$ cat src/rtl/atm_txn_initiator_if.sv
// Host request/response channels and ATM core request/result bus for atm_txn_initiator.
// slave = initiator view, master = host/core view.
interface atm_txn_initiator_if;
    logic        req_valid;
    logic        req_ready;
    logic [2:0]  req_op;
    logic [3:0]  req_acc;
    logic [15:0] req_pin;
    logic [15:0] req_newpin;
    logic [31:0] req_amount;
    logic        req_lang;

    logic [2:0]  atm_operation;
    logic [3:0]  atm_acc_num;
    logic [15:0] atm_pin;
    logic [15:0] atm_new_pin;
    logic [31:0] atm_amount;
    logic        atm_language;
    logic [31:0] atm_balance;
    logic        atm_success;
    logic [2:0]  atm_state;

    logic        rsp_valid;
    logic        rsp_ready;
    logic        rsp_success;
    logic [31:0] rsp_balance;
    logic        rsp_timeout;
    logic [15:0] txn_count;

    modport slave (
        input  req_valid, req_op, req_acc, req_pin, req_newpin, req_amount, req_lang,
        input  atm_balance, atm_success, atm_state, rsp_ready,
        output req_ready, atm_operation, atm_acc_num, atm_pin, atm_new_pin, atm_amount,
        output atm_language, rsp_valid, rsp_success, rsp_balance, rsp_timeout, txn_count
    );

    modport master (
        output req_valid, req_op, req_acc, req_pin, req_newpin, req_amount, req_lang,
        output atm_balance, atm_success, atm_state, rsp_ready,
        input  req_ready, atm_operation, atm_acc_num, atm_pin, atm_new_pin, atm_amount,
        input  atm_language, rsp_valid, rsp_success, rsp_balance, rsp_timeout, txn_count
    );
endinterface

$ cat src/rtl/atm_txn_initiator.sv
// Latches one host request onto the ATM core inputs, waits for the core's done state, returns the result.
// Define ATM_INIT_TIMEOUT_EN to compile in the WAIT timeout path.
module atm_txn_initiator #(
    parameter int unsigned TIMEOUT_CYCLES = 16,
    parameter logic [2:0]  DONE_STATE     = 3'd3,
    parameter logic [2:0]  IDLE_OP        = 3'd0,
    parameter int unsigned MIN_WAIT       = 1
) (
    input logic clk,
    input logic rst,
    atm_txn_initiator_if.slave bus
);
    typedef enum logic [1:0] {IDLE, WAIT, RESP} state_t;

    state_t      state_q, state_d;
    logic [7:0]  wait_cnt_q;
    logic        accept, done;
    logic [2:0]  op_q;
    logic [3:0]  acc_q;
    logic [15:0] pin_q, newpin_q;
    logic [31:0] amount_q;
    logic        lang_q;
    logic        rsp_success_q;
    logic [31:0] rsp_balance_q;
    logic [15:0] txn_cnt_q;
`ifdef ATM_INIT_TIMEOUT_EN
    logic        tmo;
    logic        rsp_timeout_q;
`endif

    always_comb begin
        state_d = state_q;
        accept  = 1'b0;
        done    = 1'b0;
`ifdef ATM_INIT_TIMEOUT_EN
        tmo     = 1'b0;
`endif
        unique case (state_q)
            IDLE: begin
                if (bus.req_valid && !rst) begin
                    accept  = 1'b1;
                    state_d = WAIT;
                end
            end
            WAIT: begin
                // MIN_WAIT masks a DONE_STATE left over from the previous transaction
                if (wait_cnt_q >= 8'(MIN_WAIT) && bus.atm_state == DONE_STATE) begin
                    done    = 1'b1;
                    state_d = RESP;
                end
`ifdef ATM_INIT_TIMEOUT_EN
                else if (wait_cnt_q == 8'(TIMEOUT_CYCLES - 1)) begin
                    tmo     = 1'b1;
                    state_d = RESP;
                end
`endif
            end
            RESP: begin
                if (bus.rsp_ready) state_d = IDLE;
            end
            default: state_d = IDLE;
        endcase
    end

    always_ff @(posedge clk) begin
        if (rst) begin
            state_q       <= IDLE;
            wait_cnt_q    <= '0;
            op_q          <= IDLE_OP;
            acc_q         <= '0;
            pin_q         <= '0;
            newpin_q      <= '0;
            amount_q      <= '0;
            lang_q        <= 1'b0;
            rsp_success_q <= 1'b0;
            rsp_balance_q <= '0;
            txn_cnt_q     <= '0;
`ifdef ATM_INIT_TIMEOUT_EN
            rsp_timeout_q <= 1'b0;
`endif
        end else begin
            state_q <= state_d;
            if (accept) begin
                op_q       <= bus.req_op;
                acc_q      <= bus.req_acc;
                pin_q      <= bus.req_pin;
                newpin_q   <= bus.req_newpin;
                amount_q   <= bus.req_amount;
                lang_q     <= bus.req_lang;
                wait_cnt_q <= '0;
            end else if (state_q == WAIT && wait_cnt_q != '1) begin
                wait_cnt_q <= wait_cnt_q + 8'd1;
            end
            if (done) begin
                rsp_success_q <= bus.atm_success;
                rsp_balance_q <= bus.atm_balance;
                txn_cnt_q     <= txn_cnt_q + 16'd1;
                op_q          <= IDLE_OP;
`ifdef ATM_INIT_TIMEOUT_EN
                rsp_timeout_q <= 1'b0;
`endif
            end
`ifdef ATM_INIT_TIMEOUT_EN
            if (tmo) begin
                rsp_success_q <= 1'b0;
                rsp_balance_q <= '0;
                rsp_timeout_q <= 1'b1;
                op_q          <= IDLE_OP;
            end
`endif
        end
    end

    assign bus.req_ready     = (state_q == IDLE) && !rst;
    assign bus.rsp_valid     = (state_q == RESP);
    assign bus.atm_operation = op_q;
    assign bus.atm_acc_num   = acc_q;
    assign bus.atm_pin       = pin_q;
    assign bus.atm_new_pin   = newpin_q;
    assign bus.atm_amount    = amount_q;
    assign bus.atm_language  = lang_q;
    assign bus.rsp_success   = rsp_success_q;
    assign bus.rsp_balance   = rsp_balance_q;
    assign bus.txn_count     = txn_cnt_q;
`ifdef ATM_INIT_TIMEOUT_EN
    assign bus.rsp_timeout   = rsp_timeout_q;
`else
    assign bus.rsp_timeout   = 1'b0;
`endif
endmodule
$ cat src/flat_wrapper.sv
// flat-port wrapper written by rule: the top's interface ports become plain ports
module atm_txn_initiator_flat 
#(
    parameter int unsigned TIMEOUT_CYCLES = 16,
    parameter logic [2:0]  DONE_STATE     = 3'd3,
    parameter logic [2:0]  IDLE_OP        = 3'd0,
    parameter int unsigned MIN_WAIT       = 1
)
  (clk, rst, bus_req_valid, bus_req_op, bus_req_acc, bus_req_pin, bus_req_newpin, bus_req_amount, bus_req_lang, bus_atm_balance, bus_atm_success, bus_atm_state, bus_rsp_ready, bus_req_ready, bus_atm_operation, bus_atm_acc_num, bus_atm_pin, bus_atm_new_pin, bus_atm_amount, bus_atm_language, bus_rsp_valid, bus_rsp_success, bus_rsp_balance, bus_rsp_timeout, bus_txn_count);
  atm_txn_initiator_if bus_i ();
  input logic clk;
  input logic rst;
  input wire logic [$bits(bus_i.req_valid)-1:0] bus_req_valid;
  input wire logic [$bits(bus_i.req_op)-1:0] bus_req_op;
  input wire logic [$bits(bus_i.req_acc)-1:0] bus_req_acc;
  input wire logic [$bits(bus_i.req_pin)-1:0] bus_req_pin;
  input wire logic [$bits(bus_i.req_newpin)-1:0] bus_req_newpin;
  input wire logic [$bits(bus_i.req_amount)-1:0] bus_req_amount;
  input wire logic [$bits(bus_i.req_lang)-1:0] bus_req_lang;
  input wire logic [$bits(bus_i.atm_balance)-1:0] bus_atm_balance;
  input wire logic [$bits(bus_i.atm_success)-1:0] bus_atm_success;
  input wire logic [$bits(bus_i.atm_state)-1:0] bus_atm_state;
  input wire logic [$bits(bus_i.rsp_ready)-1:0] bus_rsp_ready;
  output wire logic [$bits(bus_i.req_ready)-1:0] bus_req_ready;
  output wire logic [$bits(bus_i.atm_operation)-1:0] bus_atm_operation;
  output wire logic [$bits(bus_i.atm_acc_num)-1:0] bus_atm_acc_num;
  output wire logic [$bits(bus_i.atm_pin)-1:0] bus_atm_pin;
  output wire logic [$bits(bus_i.atm_new_pin)-1:0] bus_atm_new_pin;
  output wire logic [$bits(bus_i.atm_amount)-1:0] bus_atm_amount;
  output wire logic [$bits(bus_i.atm_language)-1:0] bus_atm_language;
  output wire logic [$bits(bus_i.rsp_valid)-1:0] bus_rsp_valid;
  output wire logic [$bits(bus_i.rsp_success)-1:0] bus_rsp_success;
  output wire logic [$bits(bus_i.rsp_balance)-1:0] bus_rsp_balance;
  output wire logic [$bits(bus_i.rsp_timeout)-1:0] bus_rsp_timeout;
  output wire logic [$bits(bus_i.txn_count)-1:0] bus_txn_count;
  assign bus_i.req_valid = bus_req_valid;
  assign bus_i.req_op = bus_req_op;
  assign bus_i.req_acc = bus_req_acc;
  assign bus_i.req_pin = bus_req_pin;
  assign bus_i.req_newpin = bus_req_newpin;
  assign bus_i.req_amount = bus_req_amount;
  assign bus_i.req_lang = bus_req_lang;
  assign bus_i.atm_balance = bus_atm_balance;
  assign bus_i.atm_success = bus_atm_success;
  assign bus_i.atm_state = bus_atm_state;
  assign bus_i.rsp_ready = bus_rsp_ready;
  assign bus_req_ready = bus_i.req_ready;
  assign bus_atm_operation = bus_i.atm_operation;
  assign bus_atm_acc_num = bus_i.atm_acc_num;
  assign bus_atm_pin = bus_i.atm_pin;
  assign bus_atm_new_pin = bus_i.atm_new_pin;
  assign bus_atm_amount = bus_i.atm_amount;
  assign bus_atm_language = bus_i.atm_language;
  assign bus_rsp_valid = bus_i.rsp_valid;
  assign bus_rsp_success = bus_i.rsp_success;
  assign bus_rsp_balance = bus_i.rsp_balance;
  assign bus_rsp_timeout = bus_i.rsp_timeout;
  assign bus_txn_count = bus_i.txn_count;
  atm_txn_initiator #(.TIMEOUT_CYCLES(TIMEOUT_CYCLES), .DONE_STATE(DONE_STATE), .IDLE_OP(IDLE_OP), .MIN_WAIT(MIN_WAIT)) u_core (.clk(clk), .rst(rst), .bus(bus_i));
endmodule
$ cat config.mk
export PLATFORM = sky130hd
export DESIGN_NAME = atm_txn_initiator_flat
export DESIGN_NICKNAME = d
export VERILOG_FILES = /design/src/rtl/atm_txn_initiator_if.sv /design/src/rtl/atm_txn_initiator.sv /design/src/flat_wrapper.sv
export SDC_FILE = /design/constraint.sdc
export NUM_CORES = 1
export LEC_CHECK = 0
export CAP_MARGIN = 20
export CORE_UTILIZATION = 44
export CTS_BUF_LIST = sky130_fd_sc_hd__clkbuf_16
export CTS_CLUSTER_DIAMETER = 150
export DETAILED_ROUTE_END_ITERATION = 12
export PLACE_DENSITY = 0.87
export SETUP_SLACK_MARGIN = 0.02
export SYNTH_ARGS = -nofsm -noshare
export SYNTH_HDL_FRONTEND = slang
export SYNTH_SLANG_ARGS = --single-unit
$ cat constraint.sdc
create_clock -name clk -period 5.1 [get_ports clk]
set_clock_uncertainty 0.2 [all_clocks]
set_input_delay 1.02 -clock clk [delete_from_list [all_inputs] [get_ports clk]]
set_output_delay 1.02 -clock clk [all_outputs]
set_load 0.03 [all_outputs]
==> metrics.cfg, run 1 <==
[routing]
avgRoutedWirePerCell_um = 15.2
route.vias.total = 4831
route.detailed.drc = 0
postRouteAntennaNets = 0
wirelength_um = 14300
drtIter0Drc = 286
via_per_inst = 5.12
first_pass_iters = 6

[synthesis]
synth-seq-cells = 131
yosys.area_share.simple_pct = 21.3
synth_xor_area_share_pct = 1.24
syn_area_mm2 = 0.00495
yosys.area.top_type = dfxtp_1
syn-num-nets = 687
synth_top_area_share_pct = 52.9
ys_top_cells_by_area = dfxtp_1, nand2_1, a21oi_1
yosysSeqAreaShare_pct = 52.9
syn_avg_cell_area_um2 = 8.68
synth-compound-area-share_pct = 12.2
yosys_warnings = 0
ys_async_sr_fraction_pct = 0
synth_top_family_by_area = simple AND/OR/NAND/NOR gates
synth_fa_ha_area_share_pct = 1.01
synth_ff_type = dfxtp_1
syn_inst = 571
synthDistinctLibCells = 45
muxShareOfSynthArea_pct = 7.07
synth_edf_count = 0

[sta]
drv_slew = 0
min_period_over_period_pct = 69.5
hold_viol = 0
setup_violations = 0
fin_crit_ns = 3.55
worst_slew_pin_slew_ns = 0.891
max-slew-margin-rel_pct = 40.6
rsz0062_at_grt = false
setup_tns_ns = 0
fmax_ghz = 0.282

[clock_network]
cts.sinks = 131
clock_latency_ns = 0.41
cts_resized = 0
clkTransAtPathRegs_ns = 0.05
cts_buffers = 17
hold_buffers = 0
cts_tree = done
cts_buffer_depth = 2
htreeDepth = 4
root_buffer = clkbuf_16
cts_setup_buffers = 0

[die]
initial_utilization_pct = 45.5
die_area_mm2 = 0.0117
fp.coreArea_mm2 = 0.0109
die_h_um = 108
rows = 38
die_w_um = 108
num_io_pins = 236

[job]
maxCapViolCount = 0

[grt]
grt_first_pass_wirelength_um = 21800
antenna_found_initial = 0
grtUsageTotal_pct = 24.0
grt_max_degree = 78
grt-ovfl-total = 0
grt_pass1_vias = 4759

[pwr]
power_mw = 2.63
p_leak_nw = 2.79
p_per_area_mw_per_mm2 = 331
peakVddDrop_v = 0.000231

[critical_path]
path_max_fanout = 47
worstPathArrival_ns = 2.33
crit_family = buffers and inverters
critPathSlowestCell = clkdlybuf4s50_1
worst_ep_required_time_ns = 3.88
cp-startpoint = rst
crit_chain = buf_4 > nor3_1 > clkdlybuf4s50_1
crit_type = input pin to output port
cp_slowest_stage_delay_ns = 0.74
worstReg2RegStart = u_core.state_q[0]
crit_buf_inv = 2
crit_path_end_kind = output port
start_kind = input pin

[placed_design]
place_congestion = 0.758
dpl.hpwl_um = 9790
port_buffers = 234

[status]
status = complete, no violations

[min_path]
min_from = u_core.bus.atm_acc_num[2]
hold_path.class = register to register

[layout]
antenna_cells = 0
synthToLayoutAreaGrowth_pct = 60.5
drive_above_1_share_pct = 5.72
final_nets = 907

[power breakdown]
group / total, mW / switching (mW) / internal (mW)
Clock: 1.26 / 0.450 / 0.813
Combinational: 0.300 / 0.151 / 0.149
Sequential: 1.07 / 0.0168 / 1.05
Total: 2.63 / 0.618 / 2.02
[logic make-up (layout without fill, tap and decap cells)]
family / Yosys count / after routing
simple gates: 239 / 239
compound gates: 111 / 111
xor+xnor: 7 / 7
fa+ha+maj: 4 / 4
buf+inv: 43 / 276
other cells: 1 / 1
flops: 131 / 131
mux: 35 / 35
[routing by layer]
| metal | share of wire, % | up-vias | global-route usage [%] |
|---|---|---|---|
| met5 | 0 | - | 0 |
| met4 | 2.7 | 0 | 12.2 |
| met3 | 7.2 | 30 | 7.90 |
| met2 | 52 | 189 | 43.6 |
| met1 | 38 | 2253 | 24.4 |
| li1 | - | 2359 | - |
[worst paths after layout]
check             slack [ns]  depth (start not counted)                   endpoint
hold / removal          0.25                          2  u_core.bus.atm_acc_num[2]
hold reg to reg         0.25                          2  u_core.bus.atm_acc_num[2]
setup reg to reg        2.63                          5   u_core.bus.atm_amount[5]
setup / recovery        1.55                          3              bus_req_ready
[synthesized netlist by cell type (6+ instances only)]
cell type / count
o31ai_1: 6
or4_1: 7
o21ai_0: 9
nor2_1: 44
mux2i_1: 35
clkbuf_1: 20
buf_2: 10
inv_1: 6
dfxtp_1: 131
or3_1: 6
a21oi_1: 88
nand2_1: 150
[placed cells by master, fill, tap and decap left out, drive strengths merged, types with 2 or more instances in the layout]
master           n
buf              5
or3              8
ha               4
nand2b           2
o31ai            6
nor3             2
clkdlybuf4s50  233
a21oi           88
xnor2            4
a211oi           2
inv              7
and4             2
clkbuf          17
nand2          150
clkinvlp         3
nand3            5
o211ai           3
o21ai            9
and2             3
bufinv           4
mux2i           35
clkinv           7
xor2             3
dfxtp          131
or4              7
nand4            5
nor2            44
o2111ai          2
[worst min-delay path, cell delays in order (launching register included)]
cell and delay (ns):
dfxtp_1 0.30, nand2_1 0.05, a21oi_1 0.05
[through the flow]
stage	hold WS [ns]	instances	instance area (um2)	setup WS (ns)	util [%]
after floorplan	0.257	571	4950	2.13	-
after global placement	0.240	912	7330	1.56	67.3
after detailed placement	0.247	912	7330	1.53	67.3
after CTS	0.253	944	7950	1.54	73.0
after global routing	0.271	944	7950	1.45	73.0
final	0.251	944	7950	1.55	73.0
[state kept, by name (all words and copies together), names as in the netlist]
register and count:
u_core.bus.rsp_balance 32, u_core.bus.txn_count 16, u_core.bus.atm_amount 32, u_core.bus.atm_pin 16
u_core.bus.rsp_success 1, u_core.bus.atm_operation 3, u_core.bus.atm_acc_num 4, u_core.bus.atm_language 1
u_core.state_q 2, u_core.bus.atm_new_pin 16, u_core.wait_cnt_q 8
[layout make-up]
cell class,count,area [um2]
clock inverter,15,191
clock buffer,17,425
multi-input combinational,397,2140
tap,140,175
inverter,6,22.5
sequential,131,2620
fill,782,2940
timing repair buffer,238,2370
(Power assumes the default switching activity.)
==> run 2, diff against run 1 <==
- CORE_UTILIZATION: 44 -> 41
- PLACE_DENSITY: 0.87 -> 0.82
- clock period: 5.1 -> 3.4 ns (I/O delays scaled with it)
==> metrics.cfg, run 2 (synthesis gave the netlist of run 1 again) <==
[placed_design]
dpl.cell_count = 916
dpl.hpwl_um = 9810
place_congestion = 0.749
port_buffers = 234

[routing]
route.detailed.drc = 11
via_per_inst = 5.03
route.vias.total = 4768
postRouteAntennaNets = 0
wirelength_um = 13900
drtIter0Drc = 225
avgRoutedWirePerCell_um = 14.7
first_pass_iters = 10

[die]
die_h_um = 112
rows = 39
num_io_pins = 236
initial_utilization_pct = 42.7
die_w_um = 112
fp.coreArea_mm2 = 0.0116
die_area_mm2 = 0.0125

[status]
violations = DRC
status = complete, but fails checks

[grt]
grtUsageTotal_pct = 22.5
grt_max_degree = 74
antenna_found_initial = 0
grt-ovfl-total = 0
grt_pass1_vias = 4739
grt_first_pass_wirelength_um = 22400

[clock_network]
cts_setup_buffers = 0
cts.sinks = 131
cts_buffer_depth = 2
root_buffer = clkbuf_16
clkTransAtPathRegs_ns = 0.05
cts_resized = 0
clock_latency_ns = 0.41
hold_buffers = 0
cts_tree = done
cts_buffers = 17
htreeDepth = 4

[critical_path]
crit_type = register to output port
crit_family = buffers and inverters
path_max_fanout = 7
worstPathArrival_ns = 2.04
crit_buf_inv = 1
worst_ep_required_time_ns = 2.52
cp_slowest_stage_delay_ns = 0.78
start_kind = register
critPathSlowestCell = clkdlybuf4s50_1
crit_path_end_kind = output port
crit_chain = nor3_1 > clkdlybuf4s50_1

[min_path]
hold_path.class = register to register

[sta]
max-slew-margin-rel_pct = 51.5
setup_violations = 0
hold_viol = 0
fin_crit_ns = 2.92
rsz0062_at_grt = false
setup_tns_ns = 0
worst_slew_pin_slew_ns = 0.727
drv_slew = 0
fmax_ghz = 0.342
min_period_over_period_pct = 86.0

[layout]
fin_cells = 947
antenna_cells = 0
drive_above_1_share_pct = 4.73
synthToLayoutAreaGrowth_pct = 59.0
final_nets = 908
final_cell_mix = clkdlybuf4s50_1, nand2_1, dfxtp_1, a21oi_1, nor2_1
final_common_cell = clkdlybuf4s50_1
utilization_pct = 67.8

[pwr]
power_mw = 3.64
peakVddDrop_v = 0.000391
p_per_area_mw_per_mm2 = 462
p_leak_nw = 2.77

[job]
maxCapViolCount = 0

## run 2: cell count changes in the layout (fill, tap and decap cells not counted)
| cell | before | now |
|---|---|---|
| clkinv_4 | 3 | 0 |
| clkinvlp_4 | 3 | 0 |
| buf_12 | 0 | 2 |
| clkinv_1 | 1 | 6 |
| bufinv_16 | 4 | 1 |
| inv_1 | 7 | 10 |
| buf_4 | 5 | 4 |
## run 2: stage by stage
step           setup slack [ns]  cell area, um2  hold slack [ns]
5_1_grt                   0.353            7880            0.266
3_3_place_gp              0.551            7370            0.240
6_report                  0.476            7880            0.253
3_5_place_dp              0.510            7370            0.248
4_1_cts                   0.457            7880            0.256
2_1_floorplan             0.888            4950            0.257
## run 2: path summary, 6_finish.rpt
kind	startpoint	to	slack, ns	depth (start not counted)
worst max-delay path	u_core.state_q[0]	bus_req_ready	0.48	2
worst max register to register	u_core.wait_cnt_q[1]	u_core.bus.txn_count[6]	1.09	6
worst min-delay path	u_core.bus.atm_new_pin[14]	u_core.bus.atm_new_pin[14]	0.25	2
worst min register to register	u_core.bus.atm_new_pin[14]	u_core.bus.atm_new_pin[14]	0.25	2
## run 2: power by group
| part | internal, mW | switching, mW |
|---|---|---|
| sequential | 1.58 | 0.0246 |
| combinational | 0.226 | 0.227 |
| clock | 0.966 | 0.611 |
| total | 2.77 | 0.862 |
## run 2: area by class of cell
class                      count  area [um2]
timing repair buffer         239        2400
clock buffer                  17         425
multi-input combinational    397        2140
clock inverter                14        82.6
fill                         922        3740
inverter                       6        22.5
sequential                   131        2620
tap                          143         179
## run 2: routing by layer
metal	vias to the layer above	global-route usage [%]	routed length (um)
li1	2355	-	-
met1	2194	22.9	5210
met2	181	39.5	7090
met3	38	9.25	1220
met4	0	11.8	424
met5	-	0	0
## run 2: tightest hold or removal path, cell delays in order (launching register included)
cell and delay [ns]:
dfxtp_1 0.30, nand2_1 0.05, a21oi_1 0.05
